`src/rtl/buffer_write_arbiter.sv`:
```
// Round-robin write-port arbiter for a shared circular buffer, with a drain/flush sequencer
// and a shadow occupancy counter.
module buffer_write_arbiter #(
  parameter int unsigned WIDTH   = 32,
  parameter int unsigned NUM_REQ = 2,
  parameter int unsigned DEPTH   = 4
) (
  input  logic                         clk,
  input  logic                         reset,
  input  logic [NUM_REQ-1:0]           req_valid,
  input  logic [NUM_REQ*WIDTH-1:0]     req_data,
  output logic [NUM_REQ-1:0]           req_ready,
  output logic                         buf_write_en,
  output logic [WIDTH-1:0]             buf_write_data,
  output logic                         buf_read_en,
  input  logic                         buf_full,
  input  logic                         buf_empty,
  input  logic                         flush_req,
  output logic                         flush_busy,
  output logic                         flush_done,
  output logic [$clog2(DEPTH+1)-1:0]   occupancy,
  output logic [$clog2(NUM_REQ)-1:0]   grant_idx
);

  localparam int unsigned PW = $clog2(NUM_REQ);
  localparam int unsigned OW = $clog2(DEPTH+1);

  typedef enum logic [1:0] {StRun, StDrain, StDone} state_e;

  state_e          state_q, state_d;
  logic [PW-1:0]   rr_ptr_q, rr_ptr_d;
  logic [OW-1:0]   occ_q, occ_d;

  logic [WIDTH-1:0] req_data_arr [NUM_REQ];
  logic             grant_found;
  logic [PW-1:0]    grant_sel;
  logic [PW-1:0]    idx;
  logic             wr_inc, rd_dec;

  for (genvar i = 0; i < NUM_REQ; i++) begin : g_unpack
    assign req_data_arr[i] = req_data[i*WIDTH +: WIDTH];
  end

  // First valid requester at or after rr_ptr, wrapping modulo NUM_REQ.
  always_comb begin
    grant_found = 1'b0;
    grant_sel   = '0;
    idx         = '0;
    for (int unsigned k = 0; k < NUM_REQ; k++) begin
      idx = PW'((32'(rr_ptr_q) + k) % NUM_REQ);
      if (!grant_found && req_valid[idx]) begin
        grant_found = 1'b1;
        grant_sel   = idx;
      end
    end
  end

  always_comb begin
    state_d        = state_q;
    rr_ptr_d       = rr_ptr_q;
    req_ready      = '0;
    buf_write_en   = 1'b0;
    buf_write_data = '0;
    buf_read_en    = 1'b0;
    flush_busy     = 1'b0;
    flush_done     = 1'b0;
    grant_idx      = '0;
    unique case (state_q)
      StRun: begin
        // Reset gates the combinational grant so outputs are quiet while held in reset.
        if (reset && !buf_full && grant_found) begin
          req_ready[grant_sel] = 1'b1;
          buf_write_en         = 1'b1;
          buf_write_data       = req_data_arr[grant_sel];
          grant_idx            = grant_sel;
          rr_ptr_d             = (grant_sel == PW'(NUM_REQ - 1)) ? '0 : grant_sel + PW'(1);
        end
        if (flush_req) state_d = StDrain;
      end
      StDrain: begin
        flush_busy  = 1'b1;
        buf_read_en = !buf_empty;
        if (buf_empty) state_d = StDone;
      end
      StDone: begin
        flush_done = 1'b1;
        state_d    = StRun;
      end
      default: state_d = StRun;
    endcase
  end

  assign wr_inc = buf_write_en && !buf_full;
  assign rd_dec = buf_read_en && !buf_empty;

  // Saturating shadow count; simultaneous push and pop cancel.
  always_comb begin
    occ_d = occ_q;
    if (wr_inc && !rd_dec && occ_q != OW'(DEPTH)) begin
      occ_d = occ_q + OW'(1);
    end else if (rd_dec && !wr_inc && occ_q != '0) begin
      occ_d = occ_q - OW'(1);
    end
  end

  always_ff @(posedge clk or negedge reset) begin
    if (!reset) begin
      state_q  <= StRun;
      rr_ptr_q <= '0;
      occ_q    <= '0;
    end else begin
      state_q  <= state_d;
      rr_ptr_q <= rr_ptr_d;
      occ_q    <= occ_d;
    end
  end

  assign occupancy = occ_q;

endmodule

```
`config.mk`:
```
export PLATFORM = sky130hd
export DESIGN_NAME = buffer_write_arbiter
export DESIGN_NICKNAME = d
export VERILOG_FILES = /design/src/rtl/buffer_write_arbiter.sv
export SDC_FILE = /design/constraint.sdc
export NUM_CORES = 1
export LEC_CHECK = 0
export CAP_MARGIN = 25
export CORE_MARGIN = 4
export CORE_UTILIZATION = 29
export DETAILED_ROUTE_END_ITERATION = 12
export PLACE_DENSITY = 0.95
export RECOVER_POWER = 25
export SETUP_SLACK_MARGIN = 0.1
export SYNTH_ARGS = -nofsm -noshare
export SYNTH_HDL_FRONTEND = slang
export SYNTH_SLANG_ARGS = --single-unit
```
`constraint.sdc`:
```
create_clock -name clk -period 3.5 [get_ports clk]
set_input_delay 0.525 -clock clk [delete_from_list [all_inputs] [get_ports clk]]
set_output_delay 0.525 -clock clk [all_outputs]
set_load 0.005 [all_outputs]
```
# Word-level counts from Yosys, hierarchy flattened
# Cells that the tools add are included.
# Widths: inputs -> output; s select.
# totals
output_inout_bits	42
ff_bits	6
in_bits	71
# classes
n_bitwise	1
order_cmp	5
reduce_logical	20
addsub	4
muxes	30
n_eq_ne	5
# ops
operator	n
$mux 32	5
$mux 1	17
$logic_and 1x1->1	10
$mux 2	4
$lt 1x2->1 const B	3
$mux 3	2
$logic_not 1->1	5
$ne 2x2->1 const B	2
$pmux 2 s2	1
$reduce_and 2->1	2
$add 3x1->3 const B	1
$ne 3x3->1 const B	1
$reduce_bool 3->1	1
$sub 3x1->3 const B	1
$add 1x1->1 const B	2
$eq 2x1->1 const B	1
$eq 2x2->1 const B	1
$ge 2x2->1 const B	1
$logic_not 2->1	1
$not 1->2	1
$reduce_bool 2->1	1
$demux 1 s1	1
$ge 1x1->1 const B	1

# Logic depth before layout (Yosys ltp)
# Gate-level depths: netlist of the first run.
# logic_depth
depth_word	15
depth_mapped	8
ltp_nobuf	7

# Worst setup path before layout of the first run
# No wires, ideal clock.
# synth_path
kind	input to register
startpoint	input port buf_full
endpoint	register occ_q[1] (netlist: occupancy[1])
setup_time_ps	104
path_stages	7
arrival_time_ps	2053
required_ps	3396
n_path_buf	0
slack_ps	1343
path_cell_list	nor4b_4 -> nand2_1 -> inv_1 -> nand2_1 -> fa_1 -> inv_1 -> a221oi_1
# synth_between
word_cells_on_any_way	13
classes_between	mux: 3; reduce/logical: 10
# synth_lines
item	line_no	source
start, declared	16	input logic buf_full,
$logic_not 1->1	71	if (reset && !buf_full && grant_found) begin
$logic_and 1x1->1 (2 in a row)	71	
$mux 1	71	
$mux 1	68	unique case (state_q)
named net buf_write_en	13	output logic buf_write_en,
$logic_and 1x1->1	93	assign wr_inc = buf_write_en && !buf_full;
$logic_and 1x1->1 (2 in a row)	99	if (wr_inc && !rd_dec && occ_q != OW'(DEPTH)) begin
$mux 3	99	
named net occ_d[1]	32	logic [OW-1:0] occ_q, occ_d;
end signal, assigned	110	occ_q <= '0;
end signal, assigned	114	occ_q <= occ_d;
end, declared	32	
# The timed path passes the listed nets, and every way through them passes these cells.
# A chain may end at the register's enable or synchronous reset.

# Worst setup path in the final report of the first run
# layout_path
startpoint	input port reset
endpoint	output port buf_write_data[24]
# layout_between
elab_chain_cells	4
# layout_rtl
item	line_no	source
start, declared	9	input logic reset,
$logic_and 1x1->1 (2 in a row)	71	
$mux 32	71	
$mux 32	68	
end, declared	14	output logic [WIDTH-1:0] buf_write_data,
# No other way between the ends.

==> key figures, run 1 <==
Status
  – Outcome: finished clean

CTS
  – Worst skew pair latency: ~0.24 ns
  – Clk sinks: 6
  – Post-CTS Setup Inserts: 0
  – Hold buffer count at cts: 0
  – H-tree levels: 1
  – Clk pin slew, worst setup/hold paths: approximately 0.04 ns
  – Post-CTS sizing: 0
  – Root buffer cell: clkbuf_4
  – CTS max path bufs: 2
  – Num CTS Buffers: 3
  – CTS tree: done

Finish
  – Final Instance Area: roughly 2100 µm²
  – Layout cells sized above 1: under 10%
  – Layout overhead on the synthesized area: 123.9%
  – Core Util, Final: 68.54%
  – Net count, final: 305
  – Antenna Diode Count: 0

Floorplanning
  – Die height: roughly 65 µm
  – Die Area: ~4200 µm²
  – Starting Density: between 30% and 40%
  – Row Count: 20
  – Io pins: 113
  – Core area: ~3100 µm²
  – Die Width: approximately 65 µm

Routing
  – Via count: approximately 1.4k
  – DRC viols: 0
  – Post-Route WL: about 4.5 mm
  – DRT iter0 DRCs: between 100 and 150
  – Vias per Instance: 5.218
  – Routed len/inst: between 15 and 20 µm
  – Drt first pass iters: 4
  – Routed Antenna Nets: 0

Timing
  – Fin worst setup slack: approximately 0.35 ns
  – Final slew viol count: 0
  – Peak Freq: approximately 320 MHz
  – Total negative slack: 0 ns
  – Clock skew: 0.001377 ns
  – Rel. slew slack: between 50% and 60%
  – Crit path time final: 3.152 ns
  – Setup Viol. Count Final: 0
  – Worst Tran Pin Value: 0.6542 ns
  – Final period util: 90.07%
  – RSZ-0062 raised after global routing: no
  – Fin. Hold Viols: 0

Synth
  – Ys async rst share: 100.0%
  – Syn Nets: a little under 200
  – Netlist cell types: 29
  – Gate Count Post-Synth: about 120
  – Commonest cells in the netlist: o2bb2ai_1 (32), o21ai_0 (31), clkbuf_1 (10)
  – Synthesized area: roughly 940 µm²
  – Syn Area/Cell: ~7.7 µm²
  – Post-synth top area cell: o2bb2ai_1
  – Seq/Total Area, Yosys: between 10% and 20%
  – Synth warn: 0
  – FF+latch count, synth: 6
  – Top FF cell, synth: dfrtp_1
  – Number of synthesized flops with an enable pin: 0
  – Most numerous cell in the Yosys netlist: o2bb2ai_1
  – Synth top area cells: o2bb2ai_1 (30%), o21ai_0 (16%), dfrtp_1 (16%), clkbuf_1 (4.0%), buf_6 (3.6%)
  – Area fraction of the dominant cell type after synthesis: about 30%

Global routing
  – Vias in the first global route: ~1.4k
  – Initial antenna violation count: 0
  – Largest net degree at the start of global routing: 25
  – First-pass GRT wire length: 6.844 mm
  – GRT Residual Overflow: 0
  – GRT Overall Usage: 20.38%

Place
  – PortBufs: 112
  – Dpl cell area: between 2000 and 2500 µm²
  – Post-Place Worst Slack: between 0.4 and 0.5 ns
  – Gpl congestion: approximately 0.86
  – DP HPWL: between 3 and 4 mm

Power and ir drop
  – LEAKAGE: about 0.74 nW
  – Max IR drop VDD: around 0.24 mV
  – Power per Cell Area: between 200 and 300 nW/µm²

Run
  – Max cap viols: 0

Setup path
  – Worst setup EP type: output port
  – Setup Crit Path Kind: primary input to output port
  – Setup crit start kind: primary input
  – Crit path max fanout: 24
  – Arrival time at the worst endpoint: about 2.6 ns
  – CP required: a little under 3 ns

Min path
  – Hold crit path type: flop to flop
## worst paths after layout
path,from,endpoint,slack [ns],cells past startpoint
hold / removal,rr_ptr_q$_DFFE_PN0N_,rr_ptr_q$_DFFE_PN0N_,0.52,2
max in group asynchronous,reset,rr_ptr_q$_DFFE_PN0N_,2.55,2
setup / recovery,reset,buf_write_data[24],0.35,6
min in group asynchronous,reset,state_q[0]$_DFFE_PN0P_,0.72,2
hold reg to reg,rr_ptr_q$_DFFE_PN0N_,rr_ptr_q$_DFFE_PN0N_,0.52,2
setup reg to reg,state_q[0]$_DFFE_PN0P_,occupancy[1]$_DFFE_PN0P_,1.25,9
## cells by family (layout without fill, tap and decap cells)
| kind of cell | count (synthesis) | count (layout) | synth area share [%] |
|---|---|---|---|
| AND/OR/NAND/NOR | 18 | 18 | 13.28 |
| multiplexers | 2 | 2 | 2.258 |
| AO/OA/AOI/OAI | 75 | 75 | 55.64 |
| adder cells (fa/ha/maj) | 1 | 1 | 2.125 |
| flip-flops | 6 | 6 | 15.94 |
| buffers and inverters | 20 | 129 | 10.76 |
## through the flow
step                hold slack (ns)  instances  power [W]
floorplan                    0.2294        122  0.0002860
finish                       0.5216        275  0.0005444
global route                 0.5896        275  0.0005946
detailed placement           0.5194        272  0.0004917
CTS                          0.5296        275  0.0005583
global placement             0.5120        272  0.0004836
## power by group
group          internal (W)  switching [W]
Clock             0.0000386      0.0000227
Sequential        0.0000936      0.0000407
Combinational      0.000205       0.000144
## placed cells by master (no fill, tap or decap), types with 2 or more instances in the layout
master and n:
nor2_1 5, dlygate4sd3_1 5, o2bb2ai_1 32, o2111ai_1 2
clkdlybuf4s50_1 107, buf_4 7, nand2_1 4, dfrtp_1 6
inv_1 6, clkbuf_4 3, o21ai_0 31, nor2b_1 2
o211ai_1 2, nor3b_1 2
## cell type report
class | instances | area, µm²
inverter | 6 | 22.52
timing repair buffer | 120 | 1177
sequential | 6 | 150.1
multi-input combinational | 96 | 681.9
fill | 278 | 968.4
tap | 44 | 55.05
clock buffer | 3 | 22.52
## state kept, by name, summed over array words and instances (netlist names)
name	cells
rr_ptr_q	1
state_q	2
occupancy	3
## worst max-delay path, cell delays in order
cell	delay (ns)
dlygate4sd3_1	0.55
nor4b_4	0.24
nor3b_1	0.28
buf_4	0.32
o2bb2ai_1	0.17
clkdlybuf4s50_1	0.55
## routing by layer
metal | vias to the layer above | track usage (%) | wire, µm
met1 | 649 | 23.66 | 1728
met3 | 6 | 5.546 | 440
met4 | 0 | 4.222 | 70
met2 | 80 | 37.04 | 2262
li1 | 700 | - | -
met5 | - | 0 | 0
Power figures use the tool's default switching activity.
==> run 2, diff against run 1 <==
--- a/config.mk
+++ b/config.mk
@@ -6,12 +6,14 @@
 export NUM_CORES = 1
 export LEC_CHECK = 0
 export CAP_MARGIN = 25
-export CORE_MARGIN = 4
+export CORE_MARGIN = 5
 export CORE_UTILIZATION = 29
+export CTS_CLUSTER_SIZE = 8
 export DETAILED_ROUTE_END_ITERATION = 12
 export PLACE_DENSITY = 0.95
 export RECOVER_POWER = 25
 export SETUP_SLACK_MARGIN = 0.1
+export SKIP_CTS_REPAIR_TIMING = 1
 export SYNTH_ARGS = -nofsm -noshare
 export SYNTH_HDL_FRONTEND = slang
 export SYNTH_SLANG_ARGS = --single-unit
==> run 2 against run 1 <==
Net effect: critical path depth stayed put; first-iteration DRC count is 35% lower; worst setup slack better by 0.088 ns; total power is 0.81% higher; sequential share of layout area hardly changed; wire length is 0.53% higher; flip-flop and latch count stayed put; register-to-register slack better by 0.02 ns; final area is 0.53% higher; critical path type unchanged; critical endpoint is now buf_write_data[14]; largest power group unchanged.
==> key figures, run 2 (synthesis results as in run 1) <==
Finish
  – Layout cells sized above 1: 6.494% (was 6.061%)
  – Antenna Diode Count: 0 (unchanged)
  – Leading cell type in the layout, fill and taps excluded: clkdlybuf4s50_1 (unchanged)
  – Net count, final: 305 (unchanged)
  – Filler instances: 271 (was 278)
  – Max FFs per register: 3 (unchanged)
  – Area of the multi-input gates: 693.2 µm² (was 681.9 µm²)
  – Most frequent cells in the layout: clkdlybuf4s50_1 (107), o2bb2ai_1 (32), o21ai_0 (31), buf_4 (7) (unchanged)
  – Layout overhead on the synthesized area: 125.1% (was 123.9%)
  – Sequential cell area: 150.1 µm² (unchanged)

Routing
  – DRC viols: 0 (unchanged)
  – Post-Route WL: 4.525 mm (was 4.501 mm)
  – Top Layer Used: met4 (unchanged)
  – Drt first pass iters: 4 (unchanged)
  – Routed len/inst: 16.45 µm (was 16.37 µm)
  – Routed Antenna Nets: 0 (unchanged)
  – Met2 WL: 2.093 mm (was 2.262 mm)
  – DRT met1 WL: 1.867 mm (was 1.728 mm)
  – DRT iter0 DRCs: 80 (was 123)
  – Vias per Instance: 5.258 (was 5.218)
  – WL met3: 473 µm (was 440 µm)
  – Via count: 1446 (was 1435)

Setup path
  – Worst setup EP type: output port (unchanged)
  – Arrival time at the worst endpoint: 2.54 ns (was 2.63 ns)
  – Setup crit start kind: primary input (unchanged)
  – Slowest Stage Delay on Critical Path: 0.56 ns (was 0.55 ns)
  – Top delay family on crit path: buffers and inverters (unchanged)
  – Critical path's slowest cell: dlygate4sd3_1 (unchanged)
  – CP required: 2.97 ns (about the same)
  – Setup Crit Path Kind: primary input to output port (unchanged)
  – CP bufs+invs: 3 (unchanged)
  – Worst-path cell chain: dlygate4sd3_1 > nor4b_4 > nor3b_4 > buf_4 > o2bb2ai_1 > clkdlybuf4s50_1 (was dlygate4sd3_1 > nor4b_4 > nor3b_1 > buf_4 > o2bb2ai_1 > clkdlybuf4s50_1)
  – Crit path max fanout: 24 (unchanged)

Power and ir drop
  – Switch share: 38.30% (was 38.10%)
  – Clock power share: 12.3% (was 11.3%)
  – Final Total Pwr: 0.0005488 W (was 0.0005444 W)
  – P_sw: 0.0002102 W (was 0.0002074 W)
  – Power per Cell Area: 258.8 nW/µm² (was 258.1 nW/µm²)
  – Combinational share of power: 63.1% (was 64.1%)
  – LEAKAGE: 0.7381 nW (was 0.7350 nW)
  – P_int: 0.0003386 W (was 0.0003370 W)
  – Sequential power share: 24.6% (was 24.7%)
  – Max IR drop VDD: 0.3819 mV (was 0.2387 mV)

CTS
  – CTS tree: done (unchanged)
  – H-tree levels: 1 (unchanged)
  – Clk pin slew, worst setup/hold paths: 0.05 ns (was 0.04 ns)
  – Root buffer cell: clkbuf_4 (unchanged)
  – CTS max path bufs: 2 (unchanged)
  – Num CTS Buffers: 3 (unchanged)
  – Worst skew pair latency: 0.25 ns (was 0.24 ns)
  – Clk sinks: 6 (unchanged)

Timing
  – Rel. slew slack: 60.66% (was 56.29%)
  – Final slew viol count: 0 (unchanged)
  – Final period util: 87.55% (was 90.07%)
  – Fin. Hold Viols: 0 (unchanged)
  – Clock skew: 0.0007388 ns (was 0.001377 ns)
  – Peak Freq: 326.3 MHz (was 317.2 MHz)
  – Worst Tran Pin Value: 0.5888 ns (was 0.6542 ns)
  – Crit path time final: 3.064 ns (was 3.152 ns)
  – RSZ-0062 raised after global routing: no (unchanged)
  – Setup Viol. Count Final: 0 (unchanged)
  – Total negative slack: 0 ns (unchanged)

Global routing
  – Initial antenna violation count: 0 (unchanged)
  – GRT Residual Overflow: 0 (unchanged)
  – First-pass GRT wire length: 6.651 mm (was 6.844 mm)
  – Largest net degree at the start of global routing: 26 (was 25)
  – GRT Overall Usage: 19.09% (was 20.38%)
  – Vias in the first global route: 1347 (was 1375)

Floorplanning
  – Row Count: 20 (unchanged)
  – Die height: 67 µm (was 65 µm)
  – Die Area: 4489 µm² (was 4225 µm²)
  – Core area: 3078 µm² (unchanged)
  – Die Width: 67 µm (was 65 µm)
  – Io pins: 113 (unchanged)
  – Starting Density: 30.61% (unchanged)

Place
  – DP HPWL: 3.645 mm (was 3.625 mm)
  – Gpl congestion: 0.8355 (was 0.8568)
  – PortBufs: 112 (unchanged)

Run
  – Max cap viols: 0 (unchanged)

Status
  – Outcome: finished clean (unchanged)

Min path
  – Hold crit path type: flop to flop (unchanged)
run 2: cell counts in the layout (fill, tap and decap cells not counted):
No cell type changed its count.
run 2: metrics by stage:
stage | hold slack [ns] | cells | area, µm² | setup WS (ns) | util, %
detailed placement | 0.5242 | 272 | 2102 | 0.4462 | 68.29
floorplan | 0.2294 | 122 | 942.2 | 1.343 | -
CTS | 0.5357 | 275 | 2125 | 0.4480 | 69.02
finish | 0.5286 | 275 | 2121 | 0.4356 | 68.90
global placement | 0.5042 | 272 | 2102 | 0.4858 | 68.29
global route | 0.5686 | 275 | 2121 | 0.3326 | 68.90
run 2: routing by layer:
metal  vias to the layer above  global-route usage [%]
met2                        83                   32.02
met4                         0                   7.595
li1                        696                       -
met5                         -                       0
met3                        10                   3.710
met1                       657                   23.62
run 2: final timing paths:
path                                        start                       end  slack, ns  depth (start not counted)
min in group asynchronous                   reset    state_q[0]$_DFFE_PN0P_       0.73                          2
setup reg to reg           state_q[0]$_DFFE_PN0P_  occupancy[1]$_DFFE_PN0P_       1.27                          9
hold / removal               rr_ptr_q$_DFFE_PN0N_      rr_ptr_q$_DFFE_PN0N_       0.53                          2
max in group asynchronous                   reset  occupancy[1]$_DFFE_PN0P_       2.53                          2
hold reg to reg              rr_ptr_q$_DFFE_PN0N_      rr_ptr_q$_DFFE_PN0N_       0.53                          2
setup / recovery                            reset        buf_write_data[14]       0.44                          6
run 2: power groups by stage:
stage                      Clock, W  Sequential [W]  Combinational, W
after CTS                 0.0000691        0.000135          0.000355
after detailed placement          0        0.000136          0.000353
final                     0.0000676        0.000135          0.000346
after global placement            0        0.000135          0.000345
after global routing      0.0000722        0.000140          0.000380
after floorplan                   0        0.000127          0.000159
run 2: final cells by class:
class	instances	area share [%]
Sequential cell	6	7.080
Inverter	6	1.062
Clock buffer	3	1.062
Timing Repair Buffer	120	55.52
Multi-Input combinational cell	96	32.68
Tap cell	44	2.596
run 2: worst min-delay path, delay by kind of cell, from the launching register on:
| kind | cells | cell delay (ns) |
|---|---|---|
| compound gates | 1 | 0.05 |
| flops | 1 | 0.36 |
| simple gates | 1 | 0.08 |
